==> config.mk <==
export PLATFORM = sky130hd
export DESIGN_NAME = alu_rv_pipe
export DESIGN_NICKNAME = d
export VERILOG_FILES = /design/src/rtl/alu_rv_pipe.sv
export SDC_FILE = /design/constraint.sdc
export NUM_CORES = 1
export LEC_CHECK = 0
export CELL_PAD_IN_SITES_DETAIL_PLACEMENT = 1
export CELL_PAD_IN_SITES_GLOBAL_PLACEMENT = 1
export CORE_UTILIZATION = 44
export DETAILED_ROUTE_END_ITERATION = 16
export GPL_ROUTABILITY_DRIVEN = 0
export PLACE_DENSITY_LB_ADDON = 0.1
export SLEW_MARGIN = 25
export SYNTH_ARGS = -nofsm -noshare
export SYNTH_HDL_FRONTEND = slang
export SYNTH_SLANG_ARGS = --single-unit
==> constraint.sdc <==
create_clock -name clock -period 7.4 [get_ports clock]
set_clock_uncertainty 0.2 [all_clocks]
set_input_delay 1.48 -clock clock [delete_from_list [all_inputs] [get_ports clock]]
set_output_delay 1.48 -clock clock [all_outputs]
set_load 0.01 [all_outputs]
==> src/rtl/alu_rv_pipe.sv <==
// alu_rv_pipe: two-stage valid/ready RV integer ALU (R-type and I-type ALU ops).
// Define ALU_RV_MUL_EN to add MUL/MULH/MULHSU/MULHU, computed in stage 2.
module alu_rv_pipe #(
    parameter int XLEN  = 32,
    parameter int TAG_W = 32
) (
    input  logic             clock,
    input  logic             reset,
    input  logic             flush,
    input  logic             in_valid,
    output logic             in_ready,
    input  logic [31:0]      instruction,
    input  logic [TAG_W-1:0] in_tag,
    output logic [4:0]       rs1,
    output logic [4:0]       rs2,
    input  logic [XLEN-1:0]  rs1_value,
    input  logic [XLEN-1:0]  rs2_value,
    output logic             out_valid,
    input  logic             out_ready,
    output logic [4:0]       out_rd,
    output logic [XLEN-1:0]  out_result,
    output logic             out_we,
    output logic             out_illegal,
    output logic [TAG_W-1:0] out_tag
);
    localparam int SH_W = $clog2(XLEN);

    typedef enum logic [3:0] {
        OP_ADD, OP_SUB, OP_SLL, OP_SLT, OP_SLTU, OP_XOR, OP_SRL, OP_SRA,
        OP_OR, OP_AND, OP_MUL, OP_MULH, OP_MULHSU, OP_MULHU
    } op_t;

    logic [6:0]      opcode, funct7;
    logic [2:0]      funct3;
    logic [XLEN-1:0] imm;
    logic            sh_zero, sra_ok;
    op_t             dec_op;
    logic            dec_ill;
    logic [XLEN-1:0] dec_b;

    logic            s1_valid, s1_ill;
    op_t             s1_op;
    logic [4:0]      s1_rd;
    logic [XLEN-1:0] s1_a, s1_b;
    logic [TAG_W-1:0] s1_tag;
    logic            s2_valid;
    logic [SH_W-1:0] shamt;
    logic [XLEN-1:0] alu;
    logic            adv1, adv2;

    assign opcode  = instruction[6:0];
    assign funct3  = instruction[14:12];
    assign funct7  = instruction[31:25];
    assign rs1     = instruction[19:15];
    assign rs2     = instruction[24:20];
    assign imm     = {{(XLEN-12){instruction[31]}}, instruction[31:20]};
    assign sh_zero = (XLEN == 64) ? (instruction[31:26] == 6'b000000) : (instruction[31:25] == 7'b0000000);
    assign sra_ok  = (XLEN == 64) ? (instruction[31:26] == 6'b010000) : (instruction[31:25] == 7'b0100000);

    function automatic op_t base_op(input logic [2:0] f3);
        case (f3)
            3'b000:  return OP_ADD;
            3'b001:  return OP_SLL;
            3'b010:  return OP_SLT;
            3'b011:  return OP_SLTU;
            3'b100:  return OP_XOR;
            3'b101:  return OP_SRL;
            3'b110:  return OP_OR;
            default: return OP_AND;
        endcase
    endfunction

    always_comb begin
        dec_op  = OP_ADD;
        dec_ill = 1'b0;
        dec_b   = rs2_value;
        if (opcode == 7'b0110011) begin
            if (funct7 == 7'b0000000)
                dec_op = base_op(funct3);
            else if (funct7 == 7'b0100000 && funct3 == 3'b000)
                dec_op = OP_SUB;
            else if (funct7 == 7'b0100000 && funct3 == 3'b101)
                dec_op = OP_SRA;
`ifdef ALU_RV_MUL_EN
            else if (funct7 == 7'b0000001 && !funct3[2])
                dec_op = funct3[1] ? (funct3[0] ? OP_MULHU : OP_MULHSU) : (funct3[0] ? OP_MULH : OP_MUL);
`endif
            else
                dec_ill = 1'b1;
        end else if (opcode == 7'b0010011) begin
            dec_b  = imm;
            dec_op = base_op(funct3);
            // Shift-immediate forms reuse the upper immediate bits as a funct field
            if (funct3 == 3'b001)
                dec_ill = !sh_zero;
            else if (funct3 == 3'b101) begin
                dec_op  = sra_ok ? OP_SRA : OP_SRL;
                dec_ill = !(sh_zero || sra_ok);
            end
        end else
            dec_ill = 1'b1;
    end

`ifdef ALU_RV_MUL_EN
    logic            sign_a, sign_b;
    logic [2*XLEN-1:0] mul_a, mul_b, prod;
    assign sign_a = (s1_op == OP_MULH) || (s1_op == OP_MULHSU);
    assign sign_b = (s1_op == OP_MULH);
    // Extending each operand to 2*XLEN makes one unsigned multiplier serve all signedness mixes
    assign mul_a  = {{XLEN{sign_a & s1_a[XLEN-1]}}, s1_a};
    assign mul_b  = {{XLEN{sign_b & s1_b[XLEN-1]}}, s1_b};
    assign prod   = mul_a * mul_b;
`endif

    assign shamt = s1_b[SH_W-1:0];

    always_comb begin
        alu = '0;
        case (s1_op)
            OP_ADD:    alu = s1_a + s1_b;
            OP_SUB:    alu = s1_a - s1_b;
            OP_SLL:    alu = s1_a << shamt;
            OP_SLT:    alu = {{(XLEN-1){1'b0}}, $signed(s1_a) < $signed(s1_b)};
            OP_SLTU:   alu = {{(XLEN-1){1'b0}}, s1_a < s1_b};
            OP_XOR:    alu = s1_a ^ s1_b;
            OP_SRL:    alu = s1_a >> shamt;
            OP_SRA:    alu = $unsigned($signed(s1_a) >>> shamt);
            OP_OR:     alu = s1_a | s1_b;
            OP_AND:    alu = s1_a & s1_b;
`ifdef ALU_RV_MUL_EN
            OP_MUL:    alu = prod[XLEN-1:0];
            OP_MULH,
            OP_MULHSU,
            OP_MULHU:  alu = prod[2*XLEN-1:XLEN];
`endif
            default:   alu = '0;
        endcase
    end

    assign adv2     = !s2_valid || out_ready;
    assign adv1     = !s1_valid || adv2;
    assign in_ready = adv1 && !reset && !flush;
    assign out_valid = s2_valid;

    always_ff @(posedge clock) begin
        if (reset) begin
            s1_valid    <= 1'b0;
            s1_ill      <= 1'b0;
            s1_op       <= OP_ADD;
            s1_rd       <= '0;
            s1_a        <= '0;
            s1_b        <= '0;
            s1_tag      <= '0;
            s2_valid    <= 1'b0;
            out_rd      <= '0;
            out_result  <= '0;
            out_we      <= 1'b0;
            out_illegal <= 1'b0;
            out_tag     <= '0;
        end else if (flush) begin
            s1_valid <= 1'b0;
            s2_valid <= 1'b0;
        end else begin
            if (adv2) begin
                s2_valid <= s1_valid;
                if (s1_valid) begin
                    out_rd      <= s1_rd;
                    out_result  <= s1_ill ? '0 : alu;
                    out_we      <= !s1_ill && (s1_rd != 5'd0);
                    out_illegal <= s1_ill;
                    out_tag     <= s1_tag;
                end
            end
            if (adv1) begin
                s1_valid <= in_valid;
                if (in_valid) begin
                    s1_op  <= dec_op;
                    s1_ill <= dec_ill;
                    s1_rd  <= instruction[11:7];
                    s1_a   <= rs1_value;
                    s1_b   <= dec_b;
                    s1_tag <= in_tag;
                end
            end
        end
    end
endmodule

Word level (Yosys, flattened, before mapping). Index checks and enable logic that the tools add are counted.

Register bits after elaboration: 179. Output and inout port bits: 83.

Bitwise logic cells: 4. Equality and inequality tests: 18. Muxes and demuxes: 21. Add/subtract/negate cells: 2. Reductions and logical operators: 22. Shift operators: 3. Order comparisons: 2.

Operators by type and width (count): 32-bit case mux with 10 select lines (1); 32-bit two-way mux (3); 32-bit less-than comparator (2); 32-bit adder (1); 32-bit AND (1); 32-bit OR (1); 32-bit by 5-bit left shift with 32-bit output (1); 32-bit by 5-bit right shift with 32-bit output (1); 32-bit by 5-bit >>> shifter with 32-bit output (1); 32-bit subtractor (1); 32-bit bitwise XOR (1); 4-bit case mux with 7 select lines (1); 4-bit case mux with 6 select lines (1); 4-bit two-way mux (5); 4-bit by 3-bit equality test with 1-bit output, second input constant (4); 7-bit by 6-bit equality test with 1-bit output, second input constant (2); 3-bit equality test, second input constant (3); 4-bit by 2-bit equality test with 1-bit output, second input constant (2); 4-bit equality test, second input constant (2); 1-bit two-way mux (8); 7-bit by 5-bit equality test with 1-bit output, second input constant (1); 1-bit logical NOT (7); 7-bit logical NOT (1); 3-bit by 2-bit equality test with 1-bit output, second input constant (2); other kinds (11) (19).

Logic depth before layout (Yosys ltp).
Word-level depth: 7. Depth in mapped cells: 16. Depth with buffers taken out: 15.

Least setup slack after synthesis. OpenSTA, ideal clock, no wires.

Path kind: register to register. Start point: register s1_b[2]. End point: register out_result[28]. Library setup time: 0.087 ns. Slack: 3.166 ns. Clock period less this slack: 4.234 ns. Path buffers: 3. Cell stages (with the launch flop): 17. Data arrival time: 3.948 ns. Cells stage by stage: dfxtp_1 buf_1 inv_1 clkbuf_1 clkbuf_1 ha_1 nand2b_1 a2111oi_2 nor4_1 o211a_1 o31a_1 o21ai_1 a21o_1 a31oi_1 xnor2_1 nand2_1 a221oi_2.

Longest elaborated chain between the ends: 3.

RTL lines: start, declared (line 44) `logic [XLEN-1:0] s1_a, s1_b;`; start signal, assigned (line 152) `s1_b <= '0;`; start signal, assigned (line 181) `s1_b <= dec_b;`; 32-bit subtractor (tied with other cells) (line 121) `OP_SUB: alu = s1_a - s1_b;`; 32-bit case mux with 10 select lines * (line 119) `case (s1_op)`; 32-bit two-way mux * (line 168) `out_result <= s1_ill ? '0 : alu;`; end signal, assigned (line 168); end, declared (line 21) `output logic [XLEN-1:0] out_result,`.

Every way passes the cells marked *; elsewhere a longest branch is shown, timed or not. A chain may end at the register's enable or synchronous reset.

Worst setup path after layout.
Start point: input port out_ready. End point: output port in_ready.

Longest elaborated chain between the ends: 4.

RTL lines: start, declared (line 19) `input logic out_ready,`; 1-bit logical OR (line 140) `assign adv2 = !s2_valid || out_ready;`; 1-bit logical OR (line 141) `assign adv1 = !s1_valid || adv2;`; 1-bit logical AND (2 in series) (line 142) `assign in_ready = adv1 && !reset && !flush;`; end, declared (line 11) `output logic in_ready,`.

Every way passes these cells.

==> impl_results.md <==
* Initial Utilization at 0.447
* Startpoint Class: input pin
* Final Setup Violations at 0
* Final wirelength at 63.6 mm
* Critical path class: input pin to output pin
* Clock Sinks at 179
* Ys Warns at 0
* Rel. slew slack at 0.235
* Tcrit/Tclk final at 0.626
* Post-CTS setup buffer count at 0
* Peak VDD IR at 0.000174 V
* Comb pwr share at 0.287
* Yosys cell types at 78
* Syn_nets at 2323
* Post-layout nets at 2390
* Vias per cell at 6.43
* TritonRoute pass-1 iters at 6
* LEAKAGE at 6.48 nW
* P&R area growth vs syn at 18.2%
* Status: finished clean
* Die area at 34800 um2
* Core Rows at 67
* Clk slew on worst S/H paths at 0.08 ns
* Post-synth top area cell: dfxtp_1
* Sequential power share at 0.363
* Iter 0 DRT Violations at 1794
* Top post-synthesis cells by area: dfxtp_1, nand2_1, a21oi_1
* Fin. max-slew vios at 0
* Setup TNS at 0 ns
* Worst hold path class: flip-flop to flip-flop
* Post-synth EDFFs at 0
* Critical path fanouts, max at 4
* Fillers at 4230
* # IOs at 216
* Final Hold Fails at 0
* Leading cell type in the layout, fill and taps excluded: nand2_1
* PD cells at 165 nW/um2
* FF+latch area at 3590 um2
* Async SR Flop Fraction at 0
* CTS root buf: clkbuf_16
* Synth Area per Inst at 7.18 um2
* Clock share of power at 0.350
* Area of the multi-input gates at 10300 um2
* DRC violations left at 0
* # hold bufs at CTS at 0
* Total vias in the final route at 16828
* Cell count after synthesis at 2088
* Initial antenna violation count at 0
* Post-Syn Area at 15000 um2
* Max_cap viols at 0
* Max clock buf depth at 2
* Vias in the first global route at 16667
* Switching share of power at 0.361
* RSZ-0062 raised after global routing: false
* Max Clock Freq at 0.216 GHz
* Yosys top cell area share at 0.239
* CTS Buf Count at 17
* All-Layer GR Usage at 0.358
* Placed cells at 2584
* Commonest cells after routing, fill and taps aside: nand2_1, a21oi_1, clkdlybuf4s50_1
* Skew-Pair Late Insertion Delay at 0.47 ns
* Worst Setup End Kind: output pin
* Sequential share of the synthesized area at 0.239
* Tightest Pin Transition at 1.15 ns
* Pwr Total at 0.00292 W
* Vert. Die Dim at 187 um
* Chip width at 187 um
* CTS tree: done
* Largest net degree at the start of global routing at 95
* Number of diodes at 0
* Resize count post-CTS at 0
* First-pass GRT wire length at 97.4 mm
* Final ANT Viol Nets at 0
* Port buffer count at 205
* Layout cells sized above 1 at 0.0590
* Drt wl/cell at 24.3 um
* Total gr overflow at 0
* Worst endpoint data arrival time at 2.95 ns
* Int Power at 0.00187 W
* Worst path required time at 5.72 ns
* Commonest register cell after synthesis: dfxtp_1
* Core ar. at 33500 um2
* Dpl hpwl at 45.9 mm
* Tmin final at 4.63 ns
* Switching pwr at 0.00105 W
* Non-Filler Instances at 2616
* Htree depth at 4
* Flops & latches, synth at 179
power groups by stage:
stage | Sequential [W] | Combinational [W] | Clock (W)
final | 0.00106 | 0.000837 | 0.00102
after global routing | 0.00106 | 0.000894 | 0.00108
after global placement | 0.00108 | 0.000788 | 0
after detailed placement | 0.00108 | 0.000806 | 0
after floorplan | 0.00105 | 0.000540 | 0
after CTS | 0.00106 | 0.000812 | 0.00103
logic make-up after synthesis:
| kind of cell | count (synthesis) | share of synthesized area |
|---|---|---|
| AND/OR/NAND/NOR | 677 | 0.191 |
| AO/OA/AOI/OAI | 708 | 0.293 |
| flip-flops | 179 | 0.239 |
| multiplexers | 107 | 0.0993 |
| buffers and inverters | 289 | 0.0767 |
| adder cells (fa/ha/maj) | 102 | 0.0861 |
| XOR/XNOR | 26 | 0.0152 |
cell type report:
cell class	count	share of cell area
Clock buffer	18	0.0242
Clock inverter	14	0.0119
Inverter	106	0.0224
Multi-Input combinational cell	1620	0.580
Sequential cell	179	0.203
Tap cell	448	0.0316
Timing Repair Buffer	231	0.127
per-layer routing:
metal	routed length, um	GRT usage
met1	25900	0.460
met2	28700	0.569
met3	6330	0.0841
met4	2650	0.160
met5	0	0
flip-flops by register name, indices dropped and copies added, names as in the netlist:
register / cells
s1_a: 32
s1_tag: 32
out_rd: 5
out_tag: 32
s1_valid: 1
s1_rd: 5
s1_b: 32
s1_ill: 1
out_illegal: 1
out_valid: 1
out_we: 1
out_result: 32
s1_op: 4
Yosys cell counts (25+ instances only):
library cell  number
nand2_1          370
a21oi_1          259
dfxtp_1          179
nor2_1           176
o21ai_0          151
clkbuf_1         126
ha_1             100
inv_1             98
a211oi_1          82
mux2i_1           70
mux4_2            33
a221oi_1          29
buf_1             28
nor3_1            27
o211ai_1          25
metrics by stage:
stage / hold WS [ns] / util / setup slack (ns) / instance area [um2]
floorplan: 0.232 / - / 3.17 / 15000
global placement: 0.235 / 0.510 / 2.82 / 17100
detailed placement: 0.245 / 0.510 / 2.76 / 17100
CTS: 0.256 / 0.529 / 2.76 / 17700
global route: 0.269 / 0.529 / 2.63 / 17700
finish: 0.252 / 0.529 / 2.77 / 17700
path summary, 6_finish.rpt:
path / slack (ns) / from / depth (start not counted) / to
max: 2.77 / out_ready / 5 / in_ready
min: 0.25 / s1_tag[3] / 2 / out_tag[3]
max reg2reg: 2.83 / s1_a[3] / 12 / out_result[28]
min reg2reg: 0.25 / s1_tag[3] / 2 / out_tag[3]
critical path, cell delays in order:
cell and delay [ns]:
clkdlybuf4s50_1 0.46, nor2b_1 0.08, and2_1 0.21, nor3_1 0.16, clkdlybuf4s50_1 0.56
Power figures use the tool's default switching activity.
